**src/rtl/prom_read_sequencer.sv**
```systemverilog
// Read sequencer for the 16x4 PROM: walks a programmable run of addresses,
// captures each registered PROM word in its valid cycle, and hands it downstream via valid/ready.

module prom_read_sequencer_checker #(
  parameter int DATA_W = 4
) (
  input logic              clock,
  input logic              reset,
  input logic              rom_enable,
  input logic              out_valid,
  input logic              out_ready,
  input logic              busy,
  input logic              done,
  input logic [DATA_W-1:0] out_data
);

  // A stalled word must be held unchanged until accepted.
  hold_stable_a: assert property (@(posedge clock) disable iff (reset)
    (out_valid && !out_ready) |=> (out_valid && $stable(out_data)));

  en_single_a: assert property (@(posedge clock) disable iff (reset)
    rom_enable |=> !rom_enable);

  en_busy_a: assert property (@(posedge clock) disable iff (reset)
    rom_enable |-> busy);

  done_idle_a: assert property (@(posedge clock) disable iff (reset)
    done |-> !busy);

endmodule

module prom_read_sequencer #(
  parameter int ADDR_W = 4,
  parameter int DATA_W = 4,
  parameter int LEN_W  = 5
) (
  input  logic              clock,
  input  logic              reset,
  input  logic              start,
  input  logic [ADDR_W-1:0] start_addr,
  input  logic [LEN_W-1:0]  length,
  output logic [ADDR_W-1:0] rom_address,
  output logic              rom_enable,
  input  logic [DATA_W-1:0] rom_data,
  output logic [DATA_W-1:0] out_data,
  output logic              out_valid,
  input  logic              out_ready,
  output logic              busy,
  output logic              done
);

  typedef enum logic [1:0] {
    IDLE    = 2'd0,
    ISSUE   = 2'd1,
    CAPTURE = 2'd2,
    HOLD    = 2'd3
  } state_t;

  state_t              state_r, state_s;
  logic [ADDR_W-1:0]   addr_r, addr_s;
  logic [LEN_W-1:0]    remaining_r, remaining_s;
  logic                rom_enable_r, rom_enable_s;
  logic [DATA_W-1:0]   out_data_r, out_data_s;
  logic                out_valid_r, out_valid_s;
  logic                busy_r, busy_s;
  logic                done_r, done_s;

  // Next-state and next-output decode; rom_data is only looked at in CAPTURE.
  always_comb begin
    state_s      = state_r;
    addr_s       = addr_r;
    remaining_s  = remaining_r;
    rom_enable_s = 1'b0;
    out_data_s   = out_data_r;
    out_valid_s  = out_valid_r;
    busy_s       = busy_r;
    done_s       = 1'b0;
    case (state_r)
      IDLE: begin
        if (start) begin
          if (length != {LEN_W{1'b0}}) begin
            addr_s       = start_addr;
            remaining_s  = length;
            busy_s       = 1'b1;
            rom_enable_s = 1'b1;
            state_s      = ISSUE;
          end else begin
            done_s = 1'b1;
          end
        end else begin
          state_s = IDLE;
        end
      end
      ISSUE: begin
        state_s = CAPTURE;
      end
      CAPTURE: begin
        out_data_s  = rom_data;
        out_valid_s = 1'b1;
        state_s     = HOLD;
      end
      HOLD: begin
        if (out_ready) begin
          out_valid_s = 1'b0;
          addr_s      = addr_r + ADDR_W'(1);
          remaining_s = remaining_r - LEN_W'(1);
          if (remaining_r == LEN_W'(1)) begin
            busy_s  = 1'b0;
            done_s  = 1'b1;
            state_s = IDLE;
          end else begin
            rom_enable_s = 1'b1;
            state_s      = ISSUE;
          end
        end else begin
          state_s = HOLD;
        end
      end
      default: begin
        state_s     = IDLE;
        out_valid_s = 1'b0;
        busy_s      = 1'b0;
      end
    endcase
  end

  // State and output registers with synchronous reset; reset discards any held word.
  always_ff @(posedge clock) begin
    if (reset) begin
      state_r      <= IDLE;
      addr_r       <= {ADDR_W{1'b0}};
      remaining_r  <= {LEN_W{1'b0}};
      rom_enable_r <= 1'b0;
      out_data_r   <= {DATA_W{1'b0}};
      out_valid_r  <= 1'b0;
      busy_r       <= 1'b0;
      done_r       <= 1'b0;
    end else begin
      state_r      <= state_s;
      addr_r       <= addr_s;
      remaining_r  <= remaining_s;
      rom_enable_r <= rom_enable_s;
      out_data_r   <= out_data_s;
      out_valid_r  <= out_valid_s;
      busy_r       <= busy_s;
      done_r       <= done_s;
    end
  end

  assign rom_address = addr_r;
  assign rom_enable  = rom_enable_r;
  assign out_data    = out_data_r;
  assign out_valid   = out_valid_r;
  assign busy        = busy_r;
  assign done        = done_r;

  prom_read_sequencer_checker #(.DATA_W(DATA_W)) u_checker (
    .clock      (clock),
    .reset      (reset),
    .rom_enable (rom_enable_r),
    .out_valid  (out_valid_r),
    .out_ready  (out_ready),
    .busy       (busy_r),
    .done       (done_r),
    .out_data   (out_data_r)
  );

endmodule

```
**config.mk**
```make
export PLATFORM = sky130hd
export DESIGN_NAME = prom_read_sequencer
export DESIGN_NICKNAME = d
export VERILOG_FILES = /design/src/rtl/prom_read_sequencer.sv
export SDC_FILE = /design/constraint.sdc
export NUM_CORES = 1
export LEC_CHECK = 0
export CORE_MARGIN = 8
export CORE_UTILIZATION = 43
export DETAILED_ROUTE_END_ITERATION = 8
export PLACE_DENSITY = 0.83
export RECOVER_POWER = 100
export SLEW_MARGIN = 20
export SYNTH_ARGS = -nofsm -noshare
export SYNTH_HDL_FRONTEND = slang
export SYNTH_SLANG_ARGS = --single-unit
```
**constraint.sdc**
```tcl
create_clock -name clock -period 1.7 [get_ports clock]
set_clock_uncertainty 0.1 [all_clocks]
set_input_delay 0.425 -clock clock [delete_from_list [all_inputs] [get_ports clock]]
set_output_delay 0.425 -clock clock [all_outputs]
set_load 0.01 [all_outputs]
```
### Yosys cells after proc, flatten, opt, wreduce, memory -nomap -nowiden

Cells that the tools add are included.

| storage, ports and cells | value |
|---|---|
| output and inout port bits | 12 |
| flip-flop bits (word level) | 19 |
| logic and storage cells | 56 |
| bits of input ports | 17 |

| operators by class | value |
|---|---|
| reductions and logical operators | 7 |
| muxes and demuxes | 30 |
| equality and inequality tests | 9 |
| add/subtract/negate cells | 2 |

Operators with widths:

| operator | number |
|---|---|
| $mux W5 | 3 |
| $mux W1 | 14 |
| $mux W4 | 3 |
| $pmux W5 S2 | 1 |
| $ne A2 B2 Y1 const B | 4 |
| $pmux W1 S2 | 4 |
| $pmux W2 S4 | 1 |
| $pmux W4 S2 | 1 |
| $mux W2 | 3 |
| $eq A5 B1 Y1 const B | 1 |
| $reduce_and A5 Y1 | 1 |
| $reduce_bool A5 Y1 | 1 |
| $sub A5 B1 Y5 const B | 1 |
| $add A4 B1 Y4 const B | 1 |
| $eq A2 B2 Y1 const B | 2 |
| $reduce_and A4 Y1 | 1 |
| $reduce_bool A2 Y1 | 2 |
| $ne A3 B3 Y1 const B | 1 |
| $eq A2 B1 Y1 const B | 1 |
| $logic_not A2 Y1 | 1 |
| $reduce_and A2 Y1 | 1 |

### Depth between registers and ports, before layout

Gate-level depths: netlist (run 1).

| logic depth | value |
|---|---|
| depth after elaboration | 4 |
| depth in mapped cells | 7 |
| mapped depth without buffers | 6 |

### Least setup slack after synthesis (run 1)

OpenSTA, ideal clock, no wires.

| timing | value |
|---|---|
| kind | input port to flip-flop |
| start point | in length[3] |
| end point | reg state_r[0] |
| path slack | -0.089 ns |
| setup time | 0.103 ns |
| stages | 4 |
| data arrival time | 1.585 ns |
| buffers on the path | 0 |
| required time | 1.497 ns |
| path through | or4_4 > nor3_4 > a211oi_2 > a2111oi_2 |

| on the way | value |
|---|---|
| word-level cells in the longest chain between the ends | 2 |

Ends and longest elaborated chain:

| item | RTL line | source |
|---|---|---|
| start: declaration | 41 | `input logic [LEN_W-1:0] length,` |
| $reduce_bool A5 Y1 | 81 | `if (length != {LEN_W{1'b0}}) begin` |
| $ne A3 B3 Y1 (no source line) | -- |  |
| end signal: assignment | 139 | `state_r <= state_s;` |
| end: declaration | 59 | `state_t state_r, state_s;` |

Every way passes these cells.
A chain may end at the register's enable or synchronous reset.

### Worst setup path after layout (run 1)

| timing | value |
|---|---|
| start point | reg remaining_r[1] |
| end point | reg busy_r, in the netlist busy |

| on the way | value |
|---|---|
| word-level cells in the longest chain between the ends | 3 |

Ends and longest elaborated chain:

| item | RTL line | source |
|---|---|---|
| start: declaration | 61 | `logic [LEN_W-1:0] remaining_r, remaining_s;` |
| start signal: assignment | 132 | `remaining_r <= {LEN_W{1'b0}};` |
| start signal: assignment | 141 | `remaining_r <= remaining_s;` |
| $eq A5 B1 Y1 | 107 | `if (remaining_r == LEN_W'(1)) begin` |
| $ne A2 B2 Y1 (no source line) | -- |  |
| $reduce_and A5 Y1 (no source line) | -- |  |
| end signal: assignment | 145 | `busy_r <= busy_s;` |
| end: declaration | 65 | `logic busy_r, busy_s;` |

Every way passes these cells.

==> results of run 1 <==
==> cells by family after synthesis <==
family / Yosys count
xor+xnor: 2
mux: 6
buf+inv: 12
fa+ha+maj: 7
compound gates: 31
flops: 19
simple gates: 47
==> sequential cells by signal, summed over array words and instances (netlist names) <==
signal,flops
remaining_r,5
out_data,4
rom_address,4
state_r,2
busy,1
done,1
out_valid,1
rom_enable,1
==> layout by cell type (no fill, tap or decap), types with 3 or more instances in the layout <==
cell type and n:
clkbuf_4 3, nand2b_1 6, dlygate4sd2_1 12, a31oi_1 3, buf_4 18, mux2i_1 6
inv_1 4, buf_6 3, o21ai_0 3, nand2_1 4, o31ai_1 3, a211oi_1 3
nand3_1 4, clkdlybuf4s50_1 11, nor2b_1 3, dfxtp_1 17, ha_1 4, nor2_1 9
a21oi_1 7
==> critical path, cell delays in order, from the launching register on <==
cell,delay [ps]
dfxtp_1,350
inv_1,90
ha_1,170
or4b_4,500
o31ai_2,310
a21oi_2,90
==> routing by layer <==
metal / up-vias / wire length (um)
met5: - / 0
li1: 553 / -
met2: 31 / 1860
met3: 4 / 139
met1: 551 / 1340
met4: 0 / 25
==> power by group through the flow <==
stage	Sequential (mW)	Combinational (mW)	Clock, mW
2_1_floorplan	0.544	0.213	0
5_1_grt	0.535	0.483	0.257
4_1_cts	0.529	0.422	0.239
3_5_place_dp	0.538	0.412	0
6_report	0.529	0.447	0.235
3_3_place_gp	0.535	0.399	0
==> layout make-up <==
cell class | count | area share
Timing Repair Buffer | 51 | 0.261
Tap cell | 30 | 0.0226
Sequential cell | 19 | 0.231
Inverter | 6 | 0.0136
Multi-Input combinational cell | 93 | 0.457
Clock buffer | 4 | 0.0158
==> how the worst max path moves through the flow <==
stage	from	to	slack [ps]	cells past startpoint
finish	remaining_r[1]$_SDFFE_PP0P_	busy$_SDFFE_PP0P_	-20	5
global route	remaining_r[1]$_SDFFE_PP0P_	busy$_SDFFE_PP0P_	-60	5
CTS	state_r[0]$_SDFFE_PP0P_	busy$_SDFFE_PP0P_	-2	6
detailed placement	length[2]	state_r[0]$_SDFFE_PP0P_	-540	5
global placement	out_ready	remaining_r[4]$_SDFFE_PP0P_	-510	6
floorplan	state_r[0]$_SDFFE_PP0P_	state_r[0]$_SDFFE_PP0P_	8	6
==> what timing repair did <==
action                                  CTS  global route
endpoints found under the setup margin   23            13
pin swaps                                 7             6
hold buffers                              0             0
gates resized for setup                  32            13
buffers inserted                          2             0
==> implementation parameters, run 1 <==
Parameter                              Value

GRT
  Number of antenna violations at the first check in global routing ... 0
  Routing layer with the top usage in global route ... met2
  Grt ovf ... 0
  Global routing usage summed across all routing layers ... 0.152
  Largest net degree at the start of global routing ... 15
  Met2 capacity usage during global routing ... 0.290
  Number of global-route vias before repair ... 1119
  Met3 demand-to-capacity share in global routing ... 0.0248
  Met1 capacity usage during global routing ... 0.163
  Global-route wire length before repair ... 5.40 mm

Synthesis
  Leading area contributor after synthesis ... dfxtp_1
  Mapped cell area ... 1130 um2
  Post-Syn Nets ... 148
  Cells after synthesis ... 124
  Synthesized-area fraction occupied by ao, oa, aoi and oai cells ... 0.198
  Main combinational cell family by area after synthesis ... simple AND/OR/NAND/NOR gates
  Mapped Avg Cell Area ... 9.09 um2
  Largest cells by area after synthesis ... dfxtp_1 (34%), ha_1 (7.8%), mux2i_1 (5.3%)
  Share of cell area taken by muxes after synthesis ... 0.0533
  Top cell type's share of synthesized area ... 0.337
  Post-synth top cells ... dfxtp_1 (19), nor2_1 (10), a21oi_1 (8)
  Post-synthesis xor/xnor area fraction ... 0.0155
  Post-synth top flop ... dfxtp_1
  FFs w/ async S/R, synth ... 0
  Most repeated cell in the gate-level netlist after synthesis ... dfxtp_1
  Warnings, synthesis ... 0
  Distinct cells, synth ... 42
  EDFF count, synth ... 0
  Area share of fa/ha/maj cells after synthesis ... 0.0777
  Share of synthesized cell area in and, or, nand and nor gates ... 0.253
  Seq/Total Area, Yosys ... 0.337
  #FFs+latches synth ... 19

Timing
  Rel. slew slack ... 0.707
  Total count of hold-check failures in the final report ... 0
  Final setup viols ... 2
  Sum of negative setup slack ... -30.7 ps
  Portion of the clock cycle consumed by the worst path in the final layout ... 1.01
  RSZ-0062 raised after global routing ... yes
  Post-route setup slack ... -19.2 ps
  FMAX ... 582 MHz
  Measured slew at the worst slew-check pin ... 433 ps
  Total count of max-transition violations in the final report ... 0
  Final Hold Slack ... 394 ps
  Clock period minus worst slack ... 1720 ps

Die
  Rows ... 18
  Initial core utilization ... 0.455
  Area of the core region ... 2480 um2
  DIE HEIGHT ... 67.2 um
  I/O pin cnt ... 29
  Area enclosed by the die boundary ... 4520 um2
  Die Wd ... 67.2 um

Power
  Overall power ... 1.21 mW
  Internal power ... 0.816 mW
  Switching pwr ... 0.396 mW
  Peak ir drop on the vdd network ... 0.559 mV
  Logic gate share of total power ... 0.369
  Clock group share of total power ... 0.194
  Part of the total power dissipated in sequential elements ... 0.437
  Power Dens Cells ... 730 nW/um2
  Proportion of total power due to net switching ... 0.327
  Leakage ... 0.679 nW

Finish
  Final Non-Filler Cells ... 203
  Core utilization of the finished layout ... 0.670
  Area used by multi-input combinational logic ... 758 um2
  Share of post-route cells with drive strength above 1 ... 0.301
  Fin area ... 1660 um2
  Filler cell count in the final layout ... 212
  Layout overhead on the synthesized area ... 47.3%
  Antenna Cells ... 0
  Register area ... 383 um2
  Number of nets in the layout ... 198

Hold path
  HP Start ... length[1]
  Destination of the worst hold path ... remaining_r[1]$_SDFFE_PP0P_
  WHS Path Cells ... 3
  Worst hold path type ... input pin to register

Clock network
  Number of buffers between clock root and the deepest sink ... 2
  Post-CTS clock slew at the launch and capture registers of the worst setup and hold paths ... 110 ps
  Worst-skew pair later-pin latency ... 300 ps
  Number of buffers inserted during clock tree synthesis ... 3
  Total number of H-tree levels ... 1
  Clock Root Buffer ... clkbuf_4
  Clock tree from TritonCTS ... built
  # clock sinks ... 19

Setup path
  Data arrival time of the critical path ... 1810 ps
  Internal reg-to-reg setup slack ... -20 ps
  Data required, critical path ... 1800 ps
  Reg2Reg Launch Point ... remaining_r[1]$_SDFFE_PP0P_
  FF-to-FF End ... busy$_SDFFE_PP0P_
  Startpoint types ... register
  Category of the worst setup path capture point ... register
  Maximum fanout along the worst path ... 4
  Cell count of the worst reg-to-reg path ... 5
  Worst Setup Path Type ... register to register

Placement
  Number of placed instances with taps included ... 197
  Number of port buffers ... 28
  Placer congestion estimate ... 0.966
  Post-detailed-placement cell area ... 1550 um2
  Post-placement worst setup slack ... -539 ps
  Hpwl dp ... 2.45 mm

Route
  Drt first pass iters ... 4
  Number of DRC markers after the initial detailed-route iteration ... 45
  WL final ... 3.36 mm
  Via-per-instance ratio ... 5.61
  Via total after detailed routing ... 1139
  Number of design rule violations left after detail routing ... 0
  WL/cell ... 16.6 um
  Remaining antenna violation count ... 0

Flow run
  Total of max-cap violations ... 0

Status
  Run status ... finished, violations left
  Violated checks ... negative setup slack
No activity file was read; power rests on OpenSTA's default activity.
==> run 2: changes to the inputs <==
--- a/config.mk
+++ b/config.mk
@@ -8,6 +8,7 @@
 export CORE_MARGIN = 8
 export CORE_UTILIZATION = 43
 export DETAILED_ROUTE_END_ITERATION = 8
+export GPL_TIMING_DRIVEN = 0
 export PLACE_DENSITY = 0.83
 export RECOVER_POWER = 100
 export SLEW_MARGIN = 20
==> run 2 against run 1 <==
The flow now finishes without violations. Worst setup slack improved by 40 ps. Cell count decreased by 3.0%. Sequential share of layout area rose by 0.71 points. Fmax up 2.4%. Sequential power is 2% higher. Hold slack lost 77 ps. Largest power group unchanged. Highest routed layer unchanged. Clock power is 4% higher.
==> implementation parameters, run 2 (synthesis results as in run 1) <==
Parameter                              Value

GRT
  Global routing usage summed across all routing layers ... 0.147 (-0.00542)
  Number of antenna violations at the first check in global routing ... 0 (unchanged)
  Number of global-route vias before repair ... 1117 (-0.18%)
  Grt ovf ... 0 (unchanged)
  Global-route wire length before repair ... 5.25 mm (-2.7%)
  Largest net degree at the start of global routing ... 12 (-3)

Timing
  RSZ-0062 raised after global routing ... yes
  Total count of max-transition violations in the final report ... 0 (unchanged)
  Measured slew at the worst slew-check pin ... 450 ps (+16.5 ps)
  Total count of hold-check failures in the final report ... 0 (unchanged)
  Portion of the clock cycle consumed by the worst path in the final layout ... 0.988 (-0.0234)
  Clock period minus worst slack ... 1680 ps (-39.8 ps)
  Rel. slew slack ... 0.696 (-0.0112)
  Final setup viols ... 0 (-2)
  Final Hold Slack ... 318 ps (-76.6 ps)
  FMAX ... 595 MHz (+2.4%)

Setup path
  Internal reg-to-reg setup slack ... 30 ps (+50 ps)
  Data required, critical path ... 1800 ps (about the same)
  Worst Setup Path Type ... input pin to register
  Maximum fanout along the worst path ... 8 (+4)
  Category of the worst setup path capture point ... register
  Startpoint types ... input pin
  Data arrival time of the critical path ... 1770 ps (-40 ps)

Die
  Rows ... 18 (unchanged)
  DIE HEIGHT ... 67.2 um (unchanged)
  Area of the core region ... 2480 um2 (unchanged)
  Die Wd ... 67.2 um (unchanged)
  Initial core utilization ... 0.455 (unchanged)
  I/O pin cnt ... 29 (unchanged)
  Area enclosed by the die boundary ... 4520 um2 (unchanged)

Finish
  Fin area ... 1650 um2 (-0.45%)
  Top library cells by usage in the layout, fill and taps aside ... dfxtp_1 (13), dlygate4sd2_1 (12), buf_4 (11)
  Largest register FFs ... 5 (unchanged)
  Largest Register ... remaining_r
  Filler cell count in the final layout ... 199 (-6.1%)
  Most common library cell in the layout ignoring fill and taps ... dfxtp_1
  Final Non-Filler Cells ... 197 (-3.0%)
  Layout overhead on the synthesized area ... 46.6%
  Number of nets in the layout ... 192 (-3.0%)
  Antenna Cells ... 0 (unchanged)
  Share of post-route cells with drive strength above 1 ... 0.323 (+0.0228)

Hold path
  Worst hold path type ... input pin to register

Power
  Overall power ... 1.21 mW (-0.16%)
  Proportion of total power due to net switching ... 0.332 (+0.00536)
  Clock group share of total power ... 0.202 (+0.008)
  Internal power ... 0.808 mW (-0.96%)
  Part of the total power dissipated in sequential elements ... 0.447 (+0.010)
  Peak ir drop on the vdd network ... 0.560 mV (+0.16%)
  Switching pwr ... 0.402 mW (+1.5%)
  Power Dens Cells ... 732 nW/um2 (+0.29%)
  Logic gate share of total power ... 0.351 (-0.018)
  Leakage ... 0.682 nW (+0.34%)

Status
  Run status ... finished clean

Flow run
  Total of max-cap violations ... 0 (unchanged)

Placement
  Number of port buffers ... 28 (unchanged)
  Hpwl dp ... 2.32 mm (-5.6%)
  Post-detailed-placement cell area ... 1450 um2 (-6.8%)
  Placer congestion estimate ... 0.859 (-11%)
  Number of placed instances with taps included ... 182 (-7.6%)

Clock network
  Total number of H-tree levels ... 1 (unchanged)
  Clock tree from TritonCTS ... built
  Cts-stage hold buffer count ... 0 (unchanged)
  Number of buffers inserted during clock tree synthesis ... 3 (unchanged)
  Clock Root Buffer ... clkbuf_4
  Worst-skew pair later-pin latency ... 310 ps (about the same)
  Number of buffers between clock root and the deepest sink ... 2 (unchanged)
  # clock sinks ... 19 (unchanged)
  Post-CTS clock slew at the launch and capture registers of the worst setup and hold paths ... 120 ps (about the same)

Route
  WL/cell ... 16.4 um (-1.2%)
  WL final ... 3.23 mm (-4.1%)
  Drt first pass iters ... 4 (unchanged)
  Via-per-instance ratio ... 5.68 (+1.2%)
  Via total after detailed routing ... 1119 (-1.8%)
  Number of design rule violations left after detail routing ... 0 (unchanged)
  Remaining antenna violation count ... 0 (unchanged)
  Number of DRC markers after the initial detailed-route iteration ... 49 (+8.9%)
run 2: power groups by stage:
| stage | registers (mW) | logic, mW | clock network (mW) |
|---|---|---|---|
| 6_report | 0.540 | 0.425 | 0.244 |
| 5_1_grt | 0.548 | 0.465 | 0.271 |
| 4_1_cts | 0.531 | 0.374 | 0.246 |
| 3_5_place_dp | 0.541 | 0.364 | 0 |
| 3_3_place_gp | 0.537 | 0.352 | 0 |
| 2_1_floorplan | 0.544 | 0.213 | 0 |
run 2: timing repair:
item | 4_1_cts | 5_1_grt
setup endpoints to repair | 24 | 13
setup buffers | 6 | 6
pin swaps | 5 | 12
gates resized for setup | 31 | 34
run 2: cell type report:
class                      count  area (um2)  area share
clock buffer                   3        22.5      0.0136
clock inverter                 1        5.00     0.00303
inverter                       6        27.5      0.0167
tap                           30        37.5      0.0227
sequential                    19         393       0.238
buffer                         5        37.5      0.0227
timing repair buffer          40         354       0.214
multi-input combinational     93         776       0.469
run 2: worst paths after layout:
path | cells after the start | end | startpoint
setup / recovery | 6 | remaining_r[0]$_SDFFE_PP0P_ | start
hold / removal | 3 | remaining_r[0]$_SDFFE_PP0P_ | length[0]
setup reg to reg | 6 | remaining_r[0]$_SDFFE_PP0P_ | state_r[1]$_SDFFE_PP0P_
hold reg to reg | 1 | remaining_r[0]$_SDFFE_PP0P_ | remaining_r[0]$_SDFFE_PP0P_
run 2: stage by stage:
step / setup TNS [ps] / utilization / worst slack (ps)
floorplan: 0 / - / 7.60
global placement: -7050 / 0.584 / -541
detailed placement: -7680 / 0.584 / -605
CTS: -98.4 / 0.622 / -62.0
global route: -115 / 0.667 / -28.5
finish: 0 / 0.667 / 20.6
run 2: critical path, cell delays in order:
cell and delay [ps]:
clkdlybuf4s50_1 520, nand2_2 130, a21o_4 260, buf_4 150, nor2_4 170, a311oi_1 120
run 2: routing by layer:
| layer | GRT usage | part of all wire |
|---|---|---|
| met2 | 0.257 | 0.53 |
| met5 | 0 | 0 |
| met1 | 0.166 | 0.41 |
| met4 | 0.0757 | 0.016 |
| met3 | 0.0281 | 0.044 |
